### src/rtl/divisor_parametrico.sv
// Sequential restoring divider, one quotient bit per clock, with signed/unsigned mode,
// start/done handshake and divide-by-zero / signed-overflow flags.
module divisor_parametrico #(
    parameter int unsigned WIDTH = 8
) (
    input  logic             clk,
    input  logic             rst,
    input  logic             start,
    input  logic             signed_mode,
    input  logic [WIDTH-1:0] A,
    input  logic [WIDTH-1:0] B,
    output logic [WIDTH-1:0] Cociente,
    output logic [WIDTH-1:0] Residuo,
    output logic             busy,
    output logic             done,
    output logic             div_cero,
    output logic             overflow
);

    localparam int unsigned CW = $clog2(WIDTH);
    localparam logic [WIDTH-1:0] MOST_NEG = {1'b1, {(WIDTH-1){1'b0}}};

    typedef enum logic [1:0] {
        IDLE,
        CALC,
        FIN
    } state_e;

    state_e           state_q, state_d;
    logic [WIDTH-1:0] dvd_q, dvd_d;     // dividend magnitude, becomes the quotient
    logic [WIDTH-1:0] dvs_q, dvs_d;     // divisor magnitude
    logic [WIDTH-1:0] rem_q, rem_d;
    logic [CW-1:0]    cnt_q, cnt_d;
    logic             qneg_q, qneg_d;
    logic             rneg_q, rneg_d;
    logic             dz_q, dz_d;
    logic             ovf_q, ovf_d;
    logic [WIDTH-1:0] coc_q, coc_d;
    logic [WIDTH-1:0] res_q, res_d;
    logic             busy_q, busy_d;
    logic             done_q, done_d;
    logic             div_cero_q, div_cero_d;
    logic             overflow_q, overflow_d;

    logic             a_neg, b_neg, ge;
    logic [WIDTH-1:0] a_mag, b_mag, q_fin, r_fin;
    logic [WIDTH:0]   partial;

    assign Cociente = coc_q;
    assign Residuo  = res_q;
    assign busy     = busy_q;
    assign done     = done_q;
    assign div_cero = div_cero_q;
    assign overflow = overflow_q;

    // Next-state, datapath and output logic
    always_comb begin
        state_d    = state_q;
        dvd_d      = dvd_q;
        dvs_d      = dvs_q;
        rem_d      = rem_q;
        cnt_d      = cnt_q;
        qneg_d     = qneg_q;
        rneg_d     = rneg_q;
        dz_d       = dz_q;
        ovf_d      = ovf_q;
        coc_d      = coc_q;
        res_d      = res_q;
        busy_d     = busy_q;
        done_d     = 1'b0;
        div_cero_d = div_cero_q;
        overflow_d = overflow_q;

        a_neg   = signed_mode & A[WIDTH-1];
        b_neg   = signed_mode & B[WIDTH-1];
        a_mag   = a_neg ? -A : A;
        b_mag   = b_neg ? -B : B;
        partial = {rem_q, dvd_q[WIDTH-1]};
        ge      = (partial >= {1'b0, dvs_q});
        q_fin   = qneg_q ? -dvd_q : dvd_q;
        r_fin   = rneg_q ? -rem_q : rem_q;

        case (state_q)
            IDLE: begin
                busy_d = start;
                if (start) begin
                    qneg_d = a_neg ^ b_neg;
                    rneg_d = a_neg;
                    dvs_d  = b_mag;
                    ovf_d  = signed_mode && (A == MOST_NEG) && (B == '1);
                    rem_d  = '0;
                    if (B == '0) begin
                        // Raw dividend kept for the remainder output
                        dvd_d   = A;
                        dz_d    = 1'b1;
                        ovf_d   = 1'b0;
                        state_d = FIN;
                    end else begin
                        dvd_d   = a_mag;
                        dz_d    = 1'b0;
                        cnt_d   = CW'(WIDTH - 1);
                        state_d = CALC;
                    end
                end
            end
            CALC: begin
                dvd_d = {dvd_q[WIDTH-2:0], ge};
                rem_d = ge ? WIDTH'(partial - {1'b0, dvs_q}) : partial[WIDTH-1:0];
                if (cnt_q == '0) begin
                    state_d = FIN;
                end else begin
                    cnt_d = cnt_q - 1'b1;
                end
            end
            FIN: begin
                done_d     = 1'b1;
                div_cero_d = dz_q;
                overflow_d = ovf_q;
                if (dz_q) begin
                    coc_d = '1;
                    res_d = dvd_q;
                end else if (ovf_q) begin
                    coc_d = MOST_NEG;
                    res_d = '0;
                end else begin
                    coc_d = q_fin;
                    res_d = r_fin;
                end
                state_d = IDLE;
            end
            default: state_d = IDLE;
        endcase
    end

    // State and output registers
    always_ff @(posedge clk or negedge rst) begin
        if (!rst) begin
            state_q    <= IDLE;
            dvd_q      <= '0;
            dvs_q      <= '0;
            rem_q      <= '0;
            cnt_q      <= '0;
            qneg_q     <= 1'b0;
            rneg_q     <= 1'b0;
            dz_q       <= 1'b0;
            ovf_q      <= 1'b0;
            coc_q      <= '0;
            res_q      <= '0;
            busy_q     <= 1'b0;
            done_q     <= 1'b0;
            div_cero_q <= 1'b0;
            overflow_q <= 1'b0;
        end else begin
            state_q    <= state_d;
            dvd_q      <= dvd_d;
            dvs_q      <= dvs_d;
            rem_q      <= rem_d;
            cnt_q      <= cnt_d;
            qneg_q     <= qneg_d;
            rneg_q     <= rneg_d;
            dz_q       <= dz_d;
            ovf_q      <= ovf_d;
            coc_q      <= coc_d;
            res_q      <= res_d;
            busy_q     <= busy_d;
            done_q     <= done_d;
            div_cero_q <= div_cero_d;
            overflow_q <= overflow_d;
        end
    end

endmodule

### config.mk
export PLATFORM = sky130hd
export DESIGN_NAME = divisor_parametrico
export DESIGN_NICKNAME = d
export VERILOG_FILES = /design/src/rtl/divisor_parametrico.sv
export SDC_FILE = /design/constraint.sdc
export NUM_CORES = 1
export LEC_CHECK = 0
export BUFFER_PORTS_ARGS = -buffer_cell sky130_fd_sc_hd__buf_4
export CORE_UTILIZATION = 51
export CTS_CLUSTER_DIAMETER = 80
export DETAILED_ROUTE_END_ITERATION = 7
export PLACE_DENSITY_LB_ADDON = 0.12
export RECOVER_POWER = 25
export SKIP_LAST_GASP = 1
export SYNTH_ARGS = -nofsm -noshare
export SYNTH_HDL_FRONTEND = slang
export SYNTH_SLANG_ARGS = --single-unit
### constraint.sdc
create_clock -name clk -period 4.5 [get_ports clk]
set_clock_uncertainty 0.1 [all_clocks]
set_input_delay 0.225 -clock clk [delete_from_list [all_inputs] [get_ports clk]]
set_output_delay 0.225 -clock clk [all_outputs]
set_load 0.01 [all_outputs]
Word level (Yosys, flattened, before mapping)
Index checks and enable logic that the tools add are counted.
Cells by class
  reduce and logical (&&, ||, !) cells: 10
  mux-type cells: 25
  eq/ne operators: 8
  $add $sub $neg: 6
  magnitude comparators: 1
  bitwise gates (word level): 3
Operator list (number)
  two-way mux 8 bit: 12
  negator 8 bit: 4
  one-hot mux 8 bit (2 select lines): 2
  equality test 8 bit (second input constant): 2
  >= comparator 9 x 8 -> 1 bit: 1
  two-way mux 3 bit: 3
  logical NOT 8 bit: 1
  inequality test 2 bit (second input constant): 4
  subtractor 8 bit: 1
  two-way mux 2 bit: 3
  one-hot mux 3 bit (2 select lines): 1
  AND reduction 2 bit: 3
  one-hot mux 2 bit (2 select lines): 1
  AND reduction 4 bit: 1
  logical NOT 3 bit: 1
  two-way mux 1 bit: 3
  subtractor 3 x 1 -> 3 bit (second input constant): 1
  AND 1 bit: 2
  equality test 2 x 1 -> 1 bit (second input constant): 1
  equality test 2 bit (second input constant): 1
  logical AND 1 bit: 2
  logical NOT 2 bit: 1
  nonzero test 2 bit: 1
  bitwise XOR 1 bit: 1
Word-level totals
  output and inout bits: 20
  register bits after elaboration: 53
  logic and storage cells: 68

Longest topological paths before layout
Gate-level depths: netlist (run 1).
  word-level depth: 5
  mapped depth: 9
  depth with buffers taken out: 9

Least setup slack after synthesis (run 1)
Ideal clock, no wire load.
  path type: register to register
  start: reg rem_q[2]
  end: reg rem_q[1]
  buffers on the path: 1
  cell stages (with the launch flop): 8
  clock period less this slack: 2.244 ns
  data required time: 4.274 ns
  slack: 2.256 ns
  arrival time: 2.017 ns
  path through: dfrtp_1 ha_1 a21o_1 a21oi_2 a31oi_2 or2_1 buf_6 a311o_1
On the way
  word-level cells in the longest chain between the ends: 3
Ends and longest elaborated chain
  start, declared: RTL line 32  | logic [WIDTH-1:0] rem_q, rem_d;
  start signal, assigned: RTL line 157  | rem_q <= rem_d;
  >= comparator 9 x 8 -> 1 bit: RTL line 79  | ge = (partial >= {1'b0, dvs_q});
  two-way mux 8 bit: RTL line 108  | rem_d = ge ? WIDTH'(partial - {1'b0, dvs_q}) : partial[WIDTH-1:0];
  one-hot mux 8 bit (2 select lines): RTL line 83  | case (state_q)
No other way between the ends.
A chain may end at the register's enable or synchronous reset.

Final worst setup path (run 1)
  start: reg rem_q[0]
  end: reg rem_q[1]
On the way
  word-level cells in the longest chain between the ends: 3
  elaborated cells between the ends (all ways): 4
  classes of those cells: add/sub: 1; order compare: 1; mux: 2
Ends and longest elaborated chain (RTL line)
  subtractor 8 bit / >= comparator 9 x 8 -> 1 bit (equally long branches): 108, 79
  two-way mux 8 bit (*): 108
  one-hot mux 8 bit (2 select lines) (*): 83
Mark *: on every way between the ends. The rest lies on a longest branch, timed or not.

==> impl_metrics.py, run 1 <==
metrics = {
    "synthesis": {
        "netlist_area_mm2": 0.00329,
        "synth_xor_area_frac": 0.0746,
        "syn-num-nets": 415,
        "synth.area.top_cells": "dfrtp_1 (40%), nand2_1 (6.1%), ha_1 (5.7%)",
        "synth_top_cells_by_count": "dfrtp_1 (53), nand2_1 (53), nor2_1 (33)",
        "synth_top_area_share": 0.404,
        "async_reset_ff_frac": 1.00,
        "synth-simple-area-share": 0.187,
        "synthMuxAreaShare": 0.00305,
        "synth_seq_cells": 53,
        "syn_area_per_cell_um2": 8.67,
        "ys.flop_type": "dfrtp_1",
        "synth_compound_area_frac": 0.217,
        "ys_types": 51,
        "synth_top_family_by_area": "compound AO/OA/AOI/OAI gates",
        "synth-edff-count": 0,
        "ys_seq_area_frac": 0.404,
        "synth-adder-area-share": 0.0632,
        "synth_warnings": 0,
        "synth_cells": 379,
        "synth.largest_area_cell": "dfrtp_1",
    },
    "layout": {
        "area_delta_synth_final_pct": 11.1,
        "diodes": 0,
        "postLayoutCoreUtil": 0.602,
        "fill_cells": 549,
        "final_layout_size_suffix_gt1_frac": 0.0900,
        "nNetsFinal": 446,
    },
    "grt": {
        "antenna_found_initial": 0,
        "track_usage": 0.242,
        "grt_pass1_wl_um": 12400,
        "grt_overflow": 0,
        "grt_max_degree": 54,
        "grt_pass1_vias": 2565,
    },
    "sta": {
        "fmax_ghz": 0.401,
        "finalMaxSlewViolations": 0,
        "hold_viol_final": 0,
        "maxSlewHeadroom": 0.327,
        "setup_viol": 0,
        "tightest_slew_ps": 1010,
        "rsz0062_at_grt": "no",
        "post-route-period-util": 0.554,
        "setup_slack_ps": 2010,
        "final.min_clock_period_ps": 2490,
        "tns_ps": 0,
    },
    "floorplanning": {
        "ios": 40,
        "rows": 28,
        "chipWidth_um": 82.3,
        "core_mm2": 0.00606,
        "die_y_um": 82.3,
        "start_util": 0.542,
        "die_area_mm2": 0.00677,
    },
    "route": {
        "wl_um": 7340,
        "wire_per_inst_um": 15.1,
        "drc": 0,
        "avgViaCountPerCell": 5.76,
        "postRouteAntennaNets": 0,
        "vias": 2799,
        "first_pass_iters": 4,
        "drt_iter0_drc": 161,
    },
    "worst_setup_path": {
        "path_class": "flop to flop",
        "critPathLaunchType": "flop",
        "critPathCaptureType": "flop",
        "worstPathMaxFanout": 10,
        "cp.required_ps": 4590,
        "critPathArrivalTime_ps": 2580,
    },
    "cts": {
        "numCtsBuffers": 5,
        "cts_max_path_buffers": 2,
        "post_cts_buffers": 0,
        "cts_root_buf": "clkbuf_8",
        "clk_pin_slew_worst_paths_ps": 100,
        "clk_latency_ps": 310,
        "hold_buffers": 1,
        "post_cts_resize_count": 0,
        "cts_max_level": 2,
        "clkSinkCount": 53,
        "cts_tree": "built",
    },
    "pwr": {
        "power_density_mw_per_mm2": 697,
        "p_leak_nw": 1.63,
        "irDropWorstVdd_mv": 0.281,
    },
    "place": {
        "place_ws_ps": 2050,
        "portBuffers": 39,
        "post-dp-hpwl_um": 5490,
        "gp_congestion": 0.801,
    },
    "run": {
        "maxCapViolations": 0,
    },
    "min_path": {
        "min_path_type": "input port to flop",
    },
    "outcome": {
        "status": "finished clean",
    },
}
-- per-layer routing --
layer,wire length (um),vias to the layer above,GRT usage
li1,-,1392,-
met1,3670,1320,0.358
met2,3290,77,0.373
met3,280,10,0.0253
met4,98,0,0.0702
met5,0,-,0
-- where the power goes --
part	internal, mW	switching, mW
Clock	0.125	0.156
Combinational	0.600	0.765
Sequential	0.677	0.219
-- through the flow --
| step | power [mW] | std cells | hold slack [ps] | cell area (um^2) |
|---|---|---|---|---|
| 3_3_place_gp | 2.26 | 477 | 206 | 3600 |
| 6_report | 2.54 | 486 | 85.2 | 3650 |
| 4_1_cts | 2.58 | 486 | 83.0 | 3710 |
| 3_5_place_dp | 2.30 | 477 | 208 | 3600 |
| 2_1_floorplan | 1.93 | 379 | -171 | 3290 |
| 5_1_grt | 2.78 | 486 | 102 | 3650 |
-- worst max-delay path: stages, from the launching register on --
cell,delay [ps]
dfrtp_1,490
ha_1,340
nor2b_1,140
o2111ai_1,300
a31oi_2,260
or2_1,360
a311o_1,390
-- kinds of logic (layout without fill, tap and decap cells) --
| logic type | after synthesis | in the layout |
|---|---|---|
| buf+inv | 40 | 72 |
| mux | 1 | 1 |
| compound gates | 108 | 108 |
| xor+xnor | 28 | 28 |
| fa+ha+maj | 16 | 16 |
| flops | 53 | 53 |
| simple gates | 133 | 133 |
-- cell type report --
class	count	area, um^2	area share
clock buffer	6	82.6	0.0226
clock inverter	2	13.8	0.00377
inverter	23	86.3	0.0237
multi-input combinational	286	1790	0.491
sequential	53	1330	0.363
tap	75	93.8	0.0257
timing repair buffer	41	254	0.0696
-- sequential cells by signal (all words and copies together) (netlist names) --
register / cells
rem_q: 8
dvd_q: 8
div_cero: 1
ovf_q: 1
overflow: 1
dvs_q: 8
rneg_q: 1
cnt_q: 3
Cociente: 8
state_q: 2
dz_q: 1
busy: 1
qneg_q: 1
Residuo: 8
done: 1
-- placed cells by master, fill, tap and decap left out, types with 2 or more instances in the layout --
cell type  instances
and3_1             3
nor2_1            33
nor3_1             5
or3_1              5
a21o_1             3
nor4_1             4
o22a_1             4
o31ai_1            7
a31oi_1            5
dfrtp_1           53
a21boi_0           3
a21oi_1           20
a221oi_1           4
o31a_1             4
clkbuf_1          15
inv_1             23
o21a_1             3
nor2b_1            5
o211ai_1           5
xnor2_1           11
clkbuf_8           6
xor2_1            17
a211oi_1           3
o311ai_0           3
nand2b_1           5
nand2_1           53
buf_4             25
nand3b_1           6
nand3_1            7
ha_1              15
o21ai_0           31
nor3b_1            2
o311ai_1           2
a311o_1            2
-- final timing paths --
check | from | end | slack, ps | cells past startpoint
hold reg to reg | div_cero | div_cero | 380 | 2
min in group asynchronous | rst | Residuo[7] | 400 | 2
setup / recovery | rem_q[0] | rem_q[1] | 2010 | 6
setup reg to reg | rem_q[0] | rem_q[1] | 2010 | 6
hold / removal | signed_mode | qneg_q | 90 | 3
max in group asynchronous | rst | Residuo[5] | 3460 | 2
No activity file was read; power rests on OpenSTA's default activity.
==> run 2: changes to the inputs <==
Settings changed: ABC_AREA from default to 1.
Clock period 4.5 ns to 2.3 ns, I/O delays scaled along.
==> run 2 against run 1 <==
Worst setup slack worse by 1700 ps; core utilization grew 0.37 points; non-clock buffer count rose by 1; via count is 13% higher.
==> impl_metrics.py, run 2 <==
metrics = {
    "cts": {
        "post_cts_buffers": 0,
        "numCtsBuffers": 5,
        "cts_max_path_buffers": 2,
        "cts_tree": "built",
        "clk_latency_ps": 310,
        "hold_buffers": 1,
        "clkSinkCount": 53,
        "cts_max_level": 2,
        "cts_root_buf": "clkbuf_8",
        "clk_pin_slew_worst_paths_ps": 100,
        "post_cts_resize_count": 0,
    },
    "synthesis": {
        "ys_seq_area_frac": 0.377,
        "synth.area.top_cells": "dfrtp_1 (38%), nand2_1 (14%), nand3_1 (7.0%)",
        "synthMostInstantiatedCell": "nand2_1",
        "synth_cells": 473,
        "synth.largest_area_cell": "dfrtp_1",
        "async_reset_ff_frac": 1.00,
        "ys_types": 37,
        "synth_warnings": 0,
        "synth_top_cells_by_count": "nand2_1 (132), inv_1 (60), dfrtp_1 (53)",
        "syn_area_per_cell_um2": 7.43,
        "ys.flop_type": "dfrtp_1",
        "netlist_area_mm2": 0.00351,
        "synth_seq_cells": 53,
        "synth-edff-count": 0,
        "synth_top_area_share": 0.377,
        "syn-num-nets": 509,
    },
    "layout": {
        "final_common_cell": "nand2_1",
        "final_layout_size_suffix_gt1_frac": 0.158,
        "postLayoutCoreUtil": 0.606,
        "diodes": 0,
        "final_cell_mix": "nand2_1 (132), inv_1 (60), dfrtp_1 (53)",
        "fill_cells": 628,
        "seqCellArea_mm2": 0.00133,
        "area_delta_synth_final_pct": 12.0,
        "nNetsFinal": 547,
        "multiInputGateArea_mm2": 0.00185,
    },
    "grt": {
        "grt_overflow": 0,
        "grt_pass1_vias": 2996,
        "grt_max_degree": 54,
        "antenna_found_initial": 0,
        "track_usage": 0.239,
        "grt_pass1_wl_um": 13900,
    },
    "floorplanning": {
        "die_y_um": 85,
        "core_mm2": 0.00649,
        "start_util": 0.541,
        "die_area_mm2": 0.00723,
        "chipWidth_um": 85,
        "rows": 29,
        "ios": 40,
    },
    "sta": {
        "maxSlewHeadroom": 0.122,
        "hold_slack_ps": 24.4,
        "post-route-period-util": 0.855,
        "fmax_ghz": 0.509,
        "hold_viol_final": 0,
        "finalMaxSlewViolations": 0,
        "setup_viol": 0,
        "rsz0062_at_grt": "no",
        "tightest_slew_ps": 1320,
        "tns_ps": 0,
        "final.min_clock_period_ps": 1970,
    },
    "route": {
        "vias": 3166,
        "drt_iter0_drc": 152,
        "wire_per_inst_um": 13.8,
        "wl_um": 8130,
        "drc": 0,
        "first_pass_iters": 5,
        "postRouteAntennaNets": 0,
        "avgViaCountPerCell": 5.38,
    },
    "worst_setup_path": {
        "worstPathMaxFanout": 5,
        "path_class": "flop to flop",
        "max_stage_delay_ps": 460,
        "cp.required_ps": 2450,
        "critPathCaptureType": "flop",
        "worst-path-buf-inv": 2,
        "crit_chain": "inv_1 -> ha_1 -> inv_1 -> fa_1 -> a21oi_1 -> xnor2_1 -> nand3_1 -> nand3_1",
        "critPathArrivalTime_ps": 2120,
        "crit_path_top_delay_cell": "fa_1",
        "cpLargestDelayFamily": "adder cells",
        "critPathLaunchType": "flop",
    },
    "outcome": {
        "status": "finished clean",
    },
    "pwr": {
        "power_density_mw_per_mm2": 1460,
        "irDropWorstVdd_mv": 0.673,
        "p_leak_nw": 2.08,
    },
    "place": {
        "gp_congestion": 0.845,
        "portBuffers": 39,
        "post-dp-hpwl_um": 6270,
    },
    "run": {
        "maxCapViolations": 0,
    },
    "min_path": {
        "min_path_type": "input port to flop",
    },
}
==> run 2: area by class of cell <==
cell class,count,area share
flip-flops and latches,53,0.337
inverters,69,0.0665
clock buffers,5,0.0175
repair buffers,42,0.0801
multi-input cells,340,0.469
clock inverters,3,0.00541
well taps,77,0.0245
==> run 2: cells by family after synthesis <==
kind of cell / share of synthesized area
AOI/OAI and AO/OA: 0.113
buffers and inverters: 0.0972
xor gates and xnor gates: 0.0374
DFF: 0.377
adders and majority gates: 0.0591
and+or+nand+nor: 0.316
==> run 2: worst paths after layout <==
kind	start	end	slack, ps	cells past startpoint
hold / removal	A[5]	dvd_q[5]	20	5
min in group asynchronous	rst	rem_q[6]	520	2
hold reg to reg	div_cero	div_cero	390	2
setup reg to reg	dvd_q[7]	rem_q[4]	330	8
setup / recovery	dvd_q[7]	rem_q[4]	330	8
max in group asynchronous	rst	dvs_q[3]	780	2
==> run 2: through the flow <==
step | worst slack (ps) | instances | area [um^2] | power (mW)
after global routing | 194 | 589 | 3940 | 6.34
after global placement | 371 | 580 | 3840 | 5.15
final | 333 | 589 | 3940 | 5.76
after detailed placement | 380 | 580 | 3840 | 5.21
after CTS | 347 | 589 | 3940 | 5.76
after floorplan | 589 | 473 | 3510 | 4.27
==> run 2: layer usage <==
layer | track usage | up-vias | part of all wire
met5 | 0 | - | 0
met4 | 0.0570 | 0 | 0.0093
li1 | - | 1624 | -
met3 | 0.0321 | 5 | 0.035
met1 | 0.344 | 1486 | 0.50
met2 | 0.383 | 51 | 0.46
==> run 2: worst min-delay path, cell delays in order <==
cell     delay, ps
buf_4           90
nand2_1         40
nand3_1         60
nand2_1         50
nand2_1         50
==> run 2: where the power goes <==
group          total (mW)  switching [mW]  internal [mW]
clock               0.540           0.323          0.217
sequential           1.76           0.380           1.38
combinational        3.46            2.11           1.35
total                5.76            2.81           2.95
